===== src/rtl/snn_pkg.sv =====
// +--------------------------------------------------------------------------+
// | snn_pkg : shared types, defaults and width helper for the SNN datapath    |
// | Rev 1.0 : initial release                                                 |
// +--------------------------------------------------------------------------+
`default_nettype none

package snn_pkg;

  localparam int unsigned SNN_N_OUT   = 2;
  localparam int unsigned SNN_WIN_LEN = 16;

  typedef enum logic [1:0] {
    SD_IDLE  = 2'd0,
    SD_COUNT = 2'd1,
    SD_DONE  = 2'd2
  } spike_dec_state_t;

  // Ceiling log2; returns 0 for values of 0 or 1, callers clamp to 1 bit.
  function automatic int unsigned snn_clog2(input int unsigned value);
    int unsigned v;
    int unsigned w;
    v = (value > 0) ? value - 1 : 0;
    w = 0;
    while (v > 0) begin
      w++;
      v = v >> 1;
    end
    return w;
  endfunction

endpackage

`default_nettype wire


===== src/rtl/spike_argmax.sv =====
// +--------------------------------------------------------------------------+
// | spike_argmax : combinational argmax over packed counts, lowest index wins |
// | Rev 1.0 : initial release                                                 |
// +--------------------------------------------------------------------------+
`default_nettype none

module spike_argmax
  import snn_pkg::*;
#(
  parameter int unsigned N_CH  = SNN_N_OUT,
  parameter int unsigned CNT_W = 8,
  parameter int unsigned WIDX  = 1
) (
  input  logic [N_CH*CNT_W-1:0] counts,
  output logic [WIDX-1:0]       winner,
  output logic                  tie
);

  logic [CNT_W-1:0] max_val;

  // Strict '>' keeps the earliest channel on equality; equality only flags a tie.
  always_comb begin
    max_val = counts[0 +: CNT_W];
    winner  = '0;
    tie     = 1'b0;
    for (int i = 1; i < N_CH; i++) begin
      if (counts[i*CNT_W +: CNT_W] > max_val) begin
        max_val = counts[i*CNT_W +: CNT_W];
        winner  = WIDX'(i);
        tie     = 1'b0;
      end else if (counts[i*CNT_W +: CNT_W] == max_val) begin
        tie = 1'b1;
      end
    end
  end

endmodule

`default_nettype wire


===== src/rtl/spike_rate_decoder.sv =====
// +--------------------------------------------------------------------------+
// | spike_rate_decoder : windowed per-channel spike counter with optional WTA |
// | Build option : define SPIKE_DEC_WTA_EN to compile in winner/tie logic     |
// | Rev 1.0 : initial release                                                 |
// +--------------------------------------------------------------------------+
`default_nettype none

module spike_rate_decoder
  import snn_pkg::*;
#(
  parameter  int unsigned N_CH    = SNN_N_OUT,
  parameter  int unsigned WIN_LEN = SNN_WIN_LEN,
  parameter  int unsigned CNT_W   = 8,
  localparam int unsigned WIDX    = (snn_clog2(N_CH) > 1) ? snn_clog2(N_CH) : 1
) (
  input  logic                  clk,
  input  logic                  reset,
  input  logic                  enable,
  input  logic [N_CH-1:0]       spikes,
  output logic                  valid,
  output logic [N_CH*CNT_W-1:0] counts,
  output logic [WIDX-1:0]       winner,
  output logic                  tie
);

  localparam int unsigned      WIN_W    = (snn_clog2(WIN_LEN) > 1) ? snn_clog2(WIN_LEN) : 1;
  localparam logic [WIN_W-1:0] WIN_LAST = WIN_W'(WIN_LEN - 1);
  localparam logic [CNT_W-1:0] CNT_MAX  = '1;

  spike_dec_state_t      state_q, state_d;
  logic [WIN_W-1:0]      win_q, win_d;
  logic [CNT_W-1:0]      cnt_q [N_CH];
  logic [CNT_W-1:0]      cnt_d [N_CH];
  logic [N_CH*CNT_W-1:0] cnt_packed;

  logic                  valid_q, valid_d;
  logic [N_CH*CNT_W-1:0] counts_q, counts_d;
  logic [WIDX-1:0]       winner_q, winner_d;
  logic                  tie_q, tie_d;

  logic [WIDX-1:0]       wta_winner;
  logic                  wta_tie;

  generate
    for (genvar g = 0; g < N_CH; g++) begin : g_pack
      assign cnt_packed[g*CNT_W +: CNT_W] = cnt_q[g];
    end
  endgenerate

`ifdef SPIKE_DEC_WTA_EN
  spike_argmax #(
    .N_CH  (N_CH),
    .CNT_W (CNT_W),
    .WIDX  (WIDX)
  ) u_argmax (
    .counts (cnt_packed),
    .winner (wta_winner),
    .tie    (wta_tie)
  );
`else
  assign wta_winner = '0;
  assign wta_tie    = 1'b0;
`endif

  always_comb begin
    state_d  = state_q;
    win_d    = win_q;
    cnt_d    = cnt_q;
    valid_d  = 1'b0;
    counts_d = counts_q;
    winner_d = winner_q;
    tie_d    = tie_q;

    case (state_q)
      SD_IDLE: begin
        win_d = '0;
        for (int i = 0; i < N_CH; i++) cnt_d[i] = '0;
        if (enable) state_d = SD_COUNT;
      end

      SD_COUNT: begin
        if (!enable) begin
          // Abort: the partial window is dropped and published results stay put.
          state_d = SD_IDLE;
          win_d   = '0;
          for (int i = 0; i < N_CH; i++) cnt_d[i] = '0;
        end else begin
          for (int i = 0; i < N_CH; i++) begin
            if (spikes[i] && (cnt_q[i] != CNT_MAX)) cnt_d[i] = cnt_q[i] + CNT_W'(1);
          end
          if (win_q == WIN_LAST) begin
            state_d = SD_DONE;
            win_d   = '0;
          end else begin
            win_d = win_q + WIN_W'(1);
          end
        end
      end

      SD_DONE: begin
        valid_d  = 1'b1;
        counts_d = cnt_packed;
        winner_d = wta_winner;
        tie_d    = wta_tie;
        win_d    = '0;
        for (int i = 0; i < N_CH; i++) cnt_d[i] = '0;
        state_d  = enable ? SD_COUNT : SD_IDLE;
      end

      default: begin
        state_d = SD_IDLE;
        win_d   = '0;
        for (int i = 0; i < N_CH; i++) cnt_d[i] = '0;
      end
    endcase
  end

  always_ff @(posedge clk) begin
    if (reset) begin
      state_q  <= SD_IDLE;
      win_q    <= '0;
      cnt_q    <= '{default: '0};
      valid_q  <= 1'b0;
      counts_q <= '0;
      winner_q <= '0;
      tie_q    <= 1'b0;
    end else begin
      state_q  <= state_d;
      win_q    <= win_d;
      cnt_q    <= cnt_d;
      valid_q  <= valid_d;
      counts_q <= counts_d;
      winner_q <= winner_d;
      tie_q    <= tie_d;
    end
  end

  assign valid  = valid_q;
  assign counts = counts_q;
  assign winner = winner_q;
  assign tie    = tie_q;

endmodule

`default_nettype wire


===== config.mk =====
export PLATFORM = sky130hd
export DESIGN_NAME = spike_rate_decoder
export DESIGN_NICKNAME = d
export VERILOG_FILES = /design/src/rtl/snn_pkg.sv /design/src/rtl/spike_argmax.sv /design/src/rtl/spike_rate_decoder.sv
export SDC_FILE = /design/constraint.sdc
export NUM_CORES = 1
export LEC_CHECK = 0
export ABC_CLOCK_PERIOD_IN_PS = 1600
export BUFFER_PORTS_ARGS = -buffer_cell sky130_fd_sc_hd__buf_4
export CORE_MARGIN = 5
export CORE_UTILIZATION = 50
export DETAILED_ROUTE_END_ITERATION = 8
export PLACE_DENSITY = 0.71
export SYNTH_ARGS = -nofsm -noshare
export SYNTH_HDL_FRONTEND = slang
export SYNTH_SLANG_ARGS = --single-unit

===== constraint.sdc =====
create_clock -name clk -period 1.6 [get_ports clk]
set_input_delay 0.08 -clock clk [delete_from_list [all_inputs] [get_ports clk]]
set_output_delay 0.08 -clock clk [all_outputs]
set_load 0.01 [all_outputs]

==> summary.md <==
| Metric | Value |
|---|---|
| Crit Path Class | reg2reg |
| Via count | 1388 |
| Layout Nets | 222 |
| CORE AREA | 3280 um2 |
| Xor/xnor cell area share of the yosys netlist | 1.04% |
| Setup Buffers After CTS | 0 |
| Total power | 1.84 mW |
| Synth Area in Compound Gates | 14.8% |
| Asr flop ratio synth | 0% |
| Hpwl dp | between 2000 and 2500 um |
| Largest family of logic cells by synthesized area | simple AND/OR/NAND/NOR gates |
| Area growth syn-to-layout | 17.3% |
| Worst-Skew Late Latency | between 0.3 and 0.4 ns |
| Yosys warning count | 0 |
| Cell row count | 21 |
| Antenna cells | 0 |
| LEAKAGE | ~0.7 nW |
| Simple-Gate Fraction of Synth Area | 25.6% |
| Total Routing Usage GR | between 15 and 20% |
| Die Y | ~68 um |
| Clock root buffer | clkbuf_4 |
| DP Worst Slack | 0.0926 ns |
| Pwr Density | 937 nW/um2 |
| Number of flops mapped to enable cells by yosys | 0 |
| RSZ-0062 raised after global routing | false |
| Hold crit path type | in2reg |
| Seq/Total Area, Yosys | 46.5% |
| TritonCTS clock tree | done |
| DRT Wirelength | around 3400 um |
| Fin cells | 261 |
| Period utilisation layout | around 94% |
| Final setup vio count | 0 |
| Die W | 67.9 um |
| Initial antenna violation count | 0 |
| Wire per inst | about 13 um |
| Clock Sink Count | 39 |
| Synth cell types | 34 |
| CTS Buffer Depth | 2 |
| Drt drc | 0 |
| Synth Area in Adders | 2.24% |
| Setup slack after layout | 0.104 ns |
| Syn Std Cell Area | 1680 um2 |
| Cts bufs inserted | 5 |
| ANT nets after route | 0 |
| Fmax | 668 MHz |
| Mux contribution to synthesized area | around 4.2% |
| Setup crit end kind | flip-flop |
| Fin crit period | 1.50 ns |
| VDD IR max | about 0.55 mV |
| Util after Layout | 59.9% |
| Final Hold Fails | 0 |
| Inst Count DP | between 200 and 300 |
| Share of cells above drive strength 1 | 17.7% |
| First-pass GRT wire length | 5520 um |
| Worst path required time | 1.88 ns |
| Ports | 24 |
| Initial Util | 51.1% |
| Vias in the first global route | 1259 |
| MaxCap Viol Count | 0 |
| H-tree level count | 2 |
| Seq cells post-synth | 39 |
| Status | finished clean |
| Top FF cell, synth | dfxtp_1 |
| Port Buffers | 21 |
| Via density | 5.32 |
| Iter 0 DRT Violations | 64 |
| Critical Path AT | 1.78 ns |
| First drt pass iteration count | 4 |
| Cells after Synth | 193 |
| Pins over their slew limit | 0 |
| Clock slew seen by the registers of the worst setup and hold paths | 0.12 ns |
| CP Max Fanout | 5 |
| Largest net degree at the start of global routing | 20 |
| Setup TNS | 0 ns |
| Fillers | 316 |
| Critical path launch point type | flip-flop |
| Syn Area/Cell | 8.69 um2 |
| Grt ovf | 0 |
| Die Footprint | 4610 um2 |
| Placer Congestion | 0.858 |
| Clk_skew | about 0.01 ns |
## logic make-up after synthesis
logic type | after synthesis
buf+inv | 16
fa+ha+maj | 3
mux | 7
flops | 39
compound gates | 39
xor+xnor | 2
simple gates | 86
other cells | 1
## worst paths after layout
| kind | start | endpoint | cells past startpoint | slack [ns] |
|---|---|---|---|---|
| min reg2reg | counts[11] | counts[11] | 2 | 0.46 |
| min | reset | counts[14] | 2 | 0.02 |
| max | cnt_packed[8] | cnt_packed[13] | 4 | 0.10 |
| max reg2reg | cnt_packed[8] | cnt_packed[13] | 4 | 0.10 |
## layer usage
layer,vias up,track usage [%],part of all wire (%)
li1,708,-,-
met1,657,17.5,43
met2,21,27.3,52
met3,2,5.91,4.1
met4,0,5.96,0.41
met5,-,0,0
## cell type report
cell class                 instances  area, um2  area share, %
sequential                        39        781           39.7
timing repair buffer              27        205           10.4
tap                               46       57.6           2.92
inverter                           2       7.51          0.381
clock buffer                       6       41.3           2.10
clock inverter                     2       60.1           3.05
multi-input combinational        139        816           41.4
## cells in the final DEF (no fill, tap or decap), types with 2 or more instances in the layout
master     instances
nand2_1           44
dfxtp_1           39
buf_4             26
a21oi_1           24
nand2b_1           7
mux2i_1            7
nor2_1             6
nand3_1            5
nor3_1             5
nand4_1            5
a211oi_1           5
clkbuf_4           5
and3_1             4
and4_1             3
ha_1               3
a41oi_1            2
nand4b_1           2
o21ai_0            2
a21boi_1           2
inv_1              2
conb_1             2
bufinv_16          2
## what timing repair did
| action | in CTS | in global routing |
|---|---|---|
| endpoints found under the hold margin | 1 | 0 |
| hold buffers | 1 | 0 |
| setup endpoints to repair | 0 | 2 |
| gates resized for setup | 0 | 1 |
## synthesized netlist by cell type (2+ instances only)
library cell / number / area, um2
a211oi_1: 5 / 37.5
a21boi_0: 2 / 15.0
a21oi_1: 24 / 120
a41oi_1: 2 / 17.5
and3_1: 4 / 25.0
and4_1: 3 / 26.3
buf_2: 4 / 20.0
buf_4: 3 / 22.5
buf_6: 2 / 22.5
clkbuf_1: 5 / 18.8
dfxtp_1: 39 / 781
ha_1: 3 / 37.5
inv_1: 2 / 7.51
mux2i_1: 7 / 70.1
nand2_1: 44 / 165
nand2b_1: 7 / 43.8
nand3_1: 5 / 25.0
nand4_1: 5 / 31.3
nand4b_1: 2 / 17.5
nor2_1: 6 / 22.5
nor3_1: 5 / 25.0
o21ai_0: 2 / 10.0
## registers in the layout (all words and copies together) (netlist names)
register and flops:
cnt_packed 16, valid 1, state_q 2, counts 16, win_q 4
## power by group
part | leakage [nW] | internal [mW] | switching, mW
clock network | 0.0525 | 0.488 | 0.334
registers | 0.314 | 0.974 | 0.00315
logic | 0.353 | 0.0195 | 0.0261
total | 0.720 | 1.48 | 0.363
## worst max-delay path, cell delays in order, from the launching register on
cell	delay, ns
dfxtp_1	0.36
ha_1	0.25
and3_1	0.25
a2111oi_2	0.35
mux2i_1	0.22
## per-stage QoR
step                hold WS (ns)  cell area (um2)
finish                    0.0203             1970
CTS                      0.00606             1970
global route              0.0201             1970
floorplan                  0.202             1680
detailed placement         0.357             1860
global placement           0.344             1860
Power figures use the tool's default switching activity.
